==> src/rtl/alpha_gain_mixer.sv <==
// alpha_gain_mixer
//   Merges a high-gain (HG) and a low-gain (LG) 9-bit signed sample stream
//   into one wide HDR stream.
//   - LG samples are rescaled to the HG scale by a left shift of GAIN_SHIFT.
//   - The alpha flag selects the path for each sample.
//   - Switching policy:
//       HG->LG happens immediately, to protect against overload.
//       LG->HG happens only after HOLD_SAMPLES consecutive valid alpha=0 samples.
//
// Parameters
//   GAIN_SHIFT    log2 of the HG/LG gain ratio.
//   HOLD_SAMPLES  debounce length for LG->HG; must be >= 1.
//   OUT_W         derived output width, 9 + GAIN_SHIFT.
//
// Ports
//   clk           rising-edge clock
//   reset         synchronous, active-high reset
//   sample_valid  qualifies hg_sample, lg_sample and alpha
//   hg_sample     signed high-gain sample
//   lg_sample     signed low-gain sample
//   alpha         1 = large signal (use LG), 0 = small signal (HG requested)
//   out_valid     out_sample is valid; sample_valid delayed by one cycle
//   out_sample    signed merged sample, OUT_W bits
//   gain_sel      path used for out_sample: 1 = LG, 0 = HG
//   switch_pulse  one-cycle flag on a valid output whose gain_sel changed
module alpha_gain_mixer #(
  parameter  int GAIN_SHIFT   = 3,
  parameter  int HOLD_SAMPLES = 4,
  localparam int OUT_W        = 9 + GAIN_SHIFT
) (
  input  logic                    clk,
  input  logic                    reset,
  input  logic                    sample_valid,
  input  logic signed [8:0]       hg_sample,
  input  logic signed [8:0]       lg_sample,
  input  logic                    alpha,
  output logic                    out_valid,
  output logic signed [OUT_W-1:0] out_sample,
  output logic                    gain_sel,
  output logic                    switch_pulse
);

  localparam int CNT_W = $clog2(HOLD_SAMPLES + 1);

  typedef enum logic [1:0] {
    S_LG  = 2'd0,
    S_ARM = 2'd1,
    S_HG  = 2'd2
  } state_t;

  state_t                    state, state_nxt;
  logic [CNT_W-1:0]          hold_cnt, cnt_nxt, cnt_inc;
  logic                      path_lg;
  logic signed [OUT_W-1:0]   hg_ext, lg_ext, mixed;

  // ---------------------------------------------------------------------------
  // State register
  // ---------------------------------------------------------------------------
  // NOTE: sequential state uses non-blocking assignments so every register
  // samples its inputs at the same edge, independent of statement order.
  always_ff @(posedge clk) begin
    if (reset) begin
      state    <= S_LG;
      hold_cnt <= '0;
    end else begin
      state    <= state_nxt;
      hold_cnt <= cnt_nxt;
    end
  end

  // ---------------------------------------------------------------------------
  // Next-state logic; only valid samples move the FSM
  // ---------------------------------------------------------------------------
  assign cnt_inc = hold_cnt + CNT_W'(1);

  // NOTE: defaults at the top of the block give every path an assignment,
  // so no latch is inferred.
  always_comb begin
    state_nxt = state;
    cnt_nxt   = hold_cnt;
    if (sample_valid) begin
      unique case (state)
        S_LG: begin
          if (alpha) begin
            cnt_nxt = '0;
          end else if (HOLD_SAMPLES == 1) begin
            state_nxt = S_HG;
            cnt_nxt   = '0;
          end else begin
            state_nxt = S_ARM;
            cnt_nxt   = CNT_W'(1);
          end
        end
        S_ARM: begin
          if (alpha) begin
            // A single large sample restarts the debounce from zero.
            state_nxt = S_LG;
            cnt_nxt   = '0;
          end else if (cnt_inc == CNT_W'(HOLD_SAMPLES)) begin
            state_nxt = S_HG;
            cnt_nxt   = '0;
          end else begin
            cnt_nxt = cnt_inc;
          end
        end
        S_HG: begin
          if (alpha) state_nxt = S_LG;
        end
        default: begin
          state_nxt = S_LG;
          cnt_nxt   = '0;
        end
      endcase
    end
  end

  // ---------------------------------------------------------------------------
  // Output datapath; the path follows the state the sample moves the FSM into,
  // so the overload sample itself already goes out via LG.
  // ---------------------------------------------------------------------------
  always_comb begin
    path_lg = (state_nxt != S_HG);
    hg_ext  = OUT_W'(hg_sample);
    // The shift is exact in OUT_W bits, so no saturation is required.
    lg_ext  = OUT_W'(lg_sample) <<< GAIN_SHIFT;
    mixed   = path_lg ? lg_ext : hg_ext;
  end

  always_ff @(posedge clk) begin
    if (reset) begin
      out_valid    <= 1'b0;
      out_sample   <= '0;
      gain_sel     <= 1'b1;
      switch_pulse <= 1'b0;
    end else begin
      out_valid <= sample_valid;
      if (sample_valid) begin
        out_sample   <= mixed;
        gain_sel     <= path_lg;
        // gain_sel still holds the previous valid output's path here.
        switch_pulse <= (path_lg != gain_sel);
      end else begin
        switch_pulse <= 1'b0;
      end
    end
  end

endmodule
==> config.mk <==
export PLATFORM = sky130hd
export DESIGN_NAME = alpha_gain_mixer
export DESIGN_NICKNAME = d
export VERILOG_FILES = /design/src/rtl/alpha_gain_mixer.sv
export SDC_FILE = /design/constraint.sdc
export NUM_CORES = 1
export LEC_CHECK = 0
export ABC_AREA = 1
export CELL_PAD_IN_SITES_DETAIL_PLACEMENT = 1
export CELL_PAD_IN_SITES_GLOBAL_PLACEMENT = 1
export CORE_MARGIN = 3
export CORE_UTILIZATION = 33
export CTS_CLUSTER_DIAMETER = 200
export CTS_CLUSTER_SIZE = 16
export DETAILED_ROUTE_END_ITERATION = 8
export PLACE_DENSITY_LB_ADDON = 0.2
export SKIP_CTS_REPAIR_TIMING = 1
export SLEW_MARGIN = 10
export SYNTH_ARGS = -nofsm -noshare
export SYNTH_HDL_FRONTEND = slang
export SYNTH_SLANG_ARGS = --single-unit
==> constraint.sdc <==
create_clock -name clk -period 2.49 [get_ports clk]
set_clock_uncertainty 0.1 [all_clocks]
set_input_delay 0.498 -clock clk [delete_from_list [all_inputs] [get_ports clk]]
set_output_delay 0.498 -clock clk [all_outputs]
set_load 0.05 [all_outputs]
==> results of run 1 <==
cells in the final DEF, fill, tap and decap left out, drive strengths merged:
cell,Yosys,final
nand2,41,41
ha,2,2
inv,22,22
nand3,18,18
o21ai,2,2
dfxtp,20,20
clkdlybuf4s50,0,36
o211ai,3,3
buf,4,4
a21oi,13,13
clkbuf,1,4
o21a,3,3
nand4,2,2
nor2,7,7
clkinv,1,1
cells by family (layout without fill, tap and decap cells):
family	count (synthesis)	count (layout)	share of synthesized area, %
simple gates	68	68	31.9
buf+inv	28	67	12.3
compound gates	21	21	15.6
flops	20	20	37.8
fa+ha+maj	2	2	2.36
stage by stage:
step	instance area, um2	std cells	total power [mW]	worst slack [ns]
6_report	1500	220	0.736	0.316
5_1_grt	1500	220	0.779	0.288
4_1_cts	1500	220	0.746	0.307
3_5_place_dp	1460	216	0.548	0.150
3_3_place_gp	1460	216	0.543	0.226
2_1_floorplan	1060	139	0.470	0.820
where the power goes:
| part | switching [mW] | total (mW) | internal (mW) |
|---|---|---|---|
| sequential | 0.0113 | 0.348 | 0.337 |
| combinational | 0.112 | 0.192 | 0.0795 |
| clock | 0.107 | 0.196 | 0.0893 |
cell type report:
class                   count  area (um2)  share of cell area (%)
well taps                  42        52.6                    3.51
multi-input cells          91         528                    35.2
repair buffers             40         390                    26.0
flip-flops and latches     20         400                    26.7
clock buffers               4        36.3                    2.42
inverters                  23        91.3                    6.09
worst max-delay path by stage:
stage                                  end  slack, ns  cells past startpoint
2_1_floorplan  out_sample[10]$_SDFFE_PP0P_       0.82                     12
3_3_place_gp    out_sample[1]$_SDFFE_PP0P_       0.23                      8
3_5_place_dp    out_sample[2]$_SDFFE_PP0P_       0.15                      8
4_1_cts                           gain_sel       0.31                      1
5_1_grt                           gain_sel       0.29                      1
6_report                          gain_sel       0.32                      1
routing by layer:
metal	GRT usage (%)	wire [um]
met4	6.61	38
met3	2.70	81
met2	30.0	1590
met1	19.7	1250
met5	0	0
sequential cells by signal, summed over array words and instances (netlist names):
signal / count
hold_cnt: 3
out_sample: 12
state: 2
switch_pulse: 1
gain_sel: 1
out_valid: 1
==> impl_metrics.ini, run 1 <==
[clock_network]
clkTransAtPathRegs_ns = 0.12
cts_sinks = 20
clk_path_buf_depth = 2
cts_max_level = 1
cts_buffers = 3
cts_root_buffer = clkbuf_4
cts_tree = built
clock_latency_ns = 0.31

[global_routing]
grt_pass1_wl_um = 5290
gr-total-overflow = 0
grt_max_degree = 14
track_usage_pct = 16.7
antenna_found_initial = 0
grt_pass1_vias = 1111

[finish]
fin_nets = 203
antenna_cells = 0
drive_gt1_share_pct = 20.8
n_fill_cell = 393
post-route-util_pct = 51.7
areaGrowthSynthToFinish_pct = 41.6

[floorplanning]
fp.coreArea_um2 = 2900
die_height_um = 62.6
dieWidth_um = 62.6
num_rows = 19
die_area_um2 = 3920
io_pins = 37
start_util_pct = 36.5

[min_path]
worstHoldPathCells = 2
worstHoldStart = out_sample[5]$_SDFFE_PP0P_
hold_end = out_sample[5]$_SDFFE_PP0P_
min_path_type = reg2reg

[critical_path]
timing.rr.end = out_sample[11]$_SDFFE_PP0P_
crit_path_end_kind = output port
r2r_start = hold_cnt[0]$_SDFFE_PP0P_
required_ns = 1.89
startpoint = gain_sel$_SDFFE_PP1P_
start_kind = register
crit_chain = clkdlybuf4s50_1
rr_worst_depth = 10
path_buf_inv = 1
crit_type = reg2out
critical-path-top-delay-family = buffers and inverters
r2r_slack_ns = 0.59
crit_arrival_ns = 1.58
cpMaxStageDelayCell = clkdlybuf4s50_1
slowest_delay_ns = 0.84
cp_max_fo = 4

[status]
outcome = finished clean

[sta]
min_period_over_period_pct = 87.3
rsz0062_at_grt = false
finalCriticalPeriod_ns = 2.17
setup_violations = 0
finalHoldViolCount = 0
clock.fmax_mhz = 460
tightest_slew_ns = 0.514
slew_violations = 0
holdWs_ns = 0.388
max_slew_margin_pct = 65.6
setup_tns_ns = 0

[drt]
drtIter0Drc = 24
first_pass_iters = 4
via_per_inst = 4.77
totalWireLength_um = 2960
ant_nets = 0
remaining_drc_errors = 0
dr_total_vias = 1049
wl_per_cell_um = 13.5

[placed_design]
port_buffers = 36
gp_congestion = 0.806
hpwl_um = 2420

[yosys]
syn_area_um2 = 1060
yosys.area.top_type = dfxtp_1
syn_inst = 139
synth.area.top_cells = dfxtp_1, nand2_1, inv_1
syn_nets = 163
netlist-cell-type-count = 24
async_flop_share_pct = 0
synth-seq-cells = 20
yosysMostFrequentCell = nand2_1
synth-seq-area-share_pct = 37.8
ys_warn_count = 0
ys_top_cells_by_count = nand2_1, dfxtp_1, inv_1
synth_ff_type = dfxtp_1
syn_area_per_cell_um2 = 7.62
synth_edf_count = 0
yosys.area.top_type_share_pct = 37.8

[pwr]
p_per_area_nw_per_um2 = 491
peakVddDrop_uv = 273
p_leak_nw = 0.658

[run]
cap_violations = 0
No activity file was read; power rests on OpenSTA's default activity.
==> run 2, diff against run 1 <==
--- a/config.mk
+++ b/config.mk
@@ -9,7 +9,7 @@
 export CELL_PAD_IN_SITES_DETAIL_PLACEMENT = 1
 export CELL_PAD_IN_SITES_GLOBAL_PLACEMENT = 1
 export CORE_MARGIN = 3
-export CORE_UTILIZATION = 33
+export CORE_UTILIZATION = 31
 export CTS_CLUSTER_DIAMETER = 200
 export CTS_CLUSTER_SIZE = 16
 export DETAILED_ROUTE_END_ITERATION = 8
==> constraint.sdc (replaced) <==
create_clock -name clk -period 2 [get_ports clk]
set_clock_uncertainty 0.1 [all_clocks]
set_input_delay 0.4 -clock clk [delete_from_list [all_inputs] [get_ports clk]]
set_output_delay 0.4 -clock clk [all_outputs]
set_load 0.05 [all_outputs]
==> run 2 against run 1 <==
Net effect:
- combinational power is 29% higher
- first-iteration DRC count is 25% lower
- routed wire length is 1.7% lower
- sequential power is 24% higher
- via count is 0.19% higher
- core utilization is 2.1 points lower
- clock power is 3% higher
- non-clock buffer count is 7 higher
- sequential share of layout area is 1.1 points lower
- die area is 5.8% higher
- register-to-register slack worse by 0.36 ns
- critical path depth stayed put
- critical endpoint is now out_sample[4]
- highest routed layer unchanged
==> impl_metrics.ini, run 2 (synthesis results as in run 1) <==
[finish]
antenna_cells = 0
final_area_um2 = 1560
largest_reg_flops = 12
layout_common_cells = nand2_1, clkdlybuf4s50_1, dfxtp_1
drive_gt1_share_pct = 24.5
areaGrowthSynthToFinish_pct = 47.6
final_common_cell = nand2_1
fin_nets = 210
reg_top3 = out_sample: 12 flops, hold_cnt: 3 flops, state: 2 flops
largest_register = out_sample

[floorplanning]
die_area_um2 = 4150
fp.coreArea_um2 = 3150
io_pins = 37
start_util_pct = 33.6
num_rows = 20
dieWidth_um = 64.4
die_height_um = 64.4

[pwr]
peakVddDrop_uv = 219
p_total_mw = 0.882
p_leak_nw = 0.861
p_per_area_nw_per_um2 = 565

[min_path]
worstHoldStart = out_sample[4]$_SDFFE_PP0P_
min_path_type = reg2reg
hold_end = out_sample[4]$_SDFFE_PP0P_
worstHoldPathCells = 2

[drt]
via_per_inst = 4.61
remaining_drc_errors = 0
dr_total_vias = 1051
totalWireLength_um = 2910
first_pass_iters = 4
drtIter0Drc = 18
ant_nets = 0
wl_per_cell_um = 12.8

[critical_path]
cpMaxStageDelayCell = clkdlybuf4s50_1
timing.rr.end = out_sample[8]$_SDFFE_PP0P_
crit_chain = clkdlybuf4s50_1
r2r_start = hold_cnt[0]$_SDFFE_PP0P_
crit_type = reg2out
crit_arrival_ns = 1.46
critical-path-top-delay-family = buffers and inverters
rr_worst_depth = 10
start_kind = register
required_ns = 1.50
slowest_delay_ns = 0.80
cp_max_fo = 2
crit_path_end_kind = output port
path_buf_inv = 1
r2r_slack_ns = 0.23

[global_routing]
gr-total-overflow = 0
grt_pass1_vias = 1104
antenna_found_initial = 0
grt_pass1_wl_um = 4930
track_usage_pct = 15.4
grt_max_degree = 14

[clock_network]
cts_tree = built
cts_max_level = 1
clk_path_buf_depth = 2
cts_sinks = 20
cts_root_buffer = clkbuf_4
clock_latency_ns = 0.31
clkTransAtPathRegs_ns = 0.11
cts_buffers = 3

[placed_design]
hpwl_um = 2310
gp_congestion = 0.838
postPlaceCellArea_um2 = 1510
port_buffers = 36

[sta]
finalCriticalPeriod_ns = 1.96
max_slew_margin_pct = 66.2
setup_violations = 0
slew_violations = 0
min_period_over_period_pct = 97.9
clock.fmax_mhz = 511
tightest_slew_ns = 0.507
rsz0062_at_grt = false
finalHoldViolCount = 0

[run]
cap_violations = 0

[status]
outcome = finished clean
[run 2: metrics by stage]
stage               setup TNS (ns)  hold WS (ns)  util [%]  instances  worst slack, ns
floorplan                        0         0.360         -        139            0.382
global placement            -0.654         0.364      48.0        225          -0.0765
detailed placement           -1.76         0.367      48.0        225           -0.159
CTS                       -0.00662         0.384      48.7        228         -0.00662
global route                     0         0.405      49.6        228          0.00318
finish                           0         0.382      49.6        228           0.0424
[run 2: worst max-delay path by stage]
stage                                start                          end  slack (ns)  depth (start not counted)
5_1_grt         out_sample[4]$_SDFFE_PP0P_                out_sample[4]       0.003                          1
3_3_place_gp                  sample_valid  out_sample[11]$_SDFFE_PP0P_       -0.08                         12
3_5_place_dp                  sample_valid   out_sample[8]$_SDFFE_PP0P_       -0.16                         12
4_1_cts        out_sample[11]$_SDFFE_PP0P_               out_sample[11]      -0.007                          1
2_1_floorplan     hold_cnt[0]$_SDFFE_PP0P_  out_sample[10]$_SDFFE_PP0P_        0.38                         11
6_report        out_sample[4]$_SDFFE_PP0P_                out_sample[4]        0.04                          1
[run 2: layout make-up]
class                      count  area (um2)
fill                         416        1590
multi-input combinational     91         528
timing repair buffer          47         465
sequential                    20         400
inverter                      23        91.3
tap                           44        55.1
clock buffer                   3        22.5
[run 2: power breakdown]
part	leakage, nW	switching [mW]	internal, mW
Clock	0.0138	0.132	0.0707
Combinational	0.683	0.141	0.107
Sequential	0.164	0.0130	0.419
[run 2: layer usage]
layer,track usage (%),part of all wire [%],wire length [um]
met4,7.12,2.0,59
met5,0,0,0
met3,2.77,3.4,100
met1,17.0,40,1160
met2,28.4,55,1590
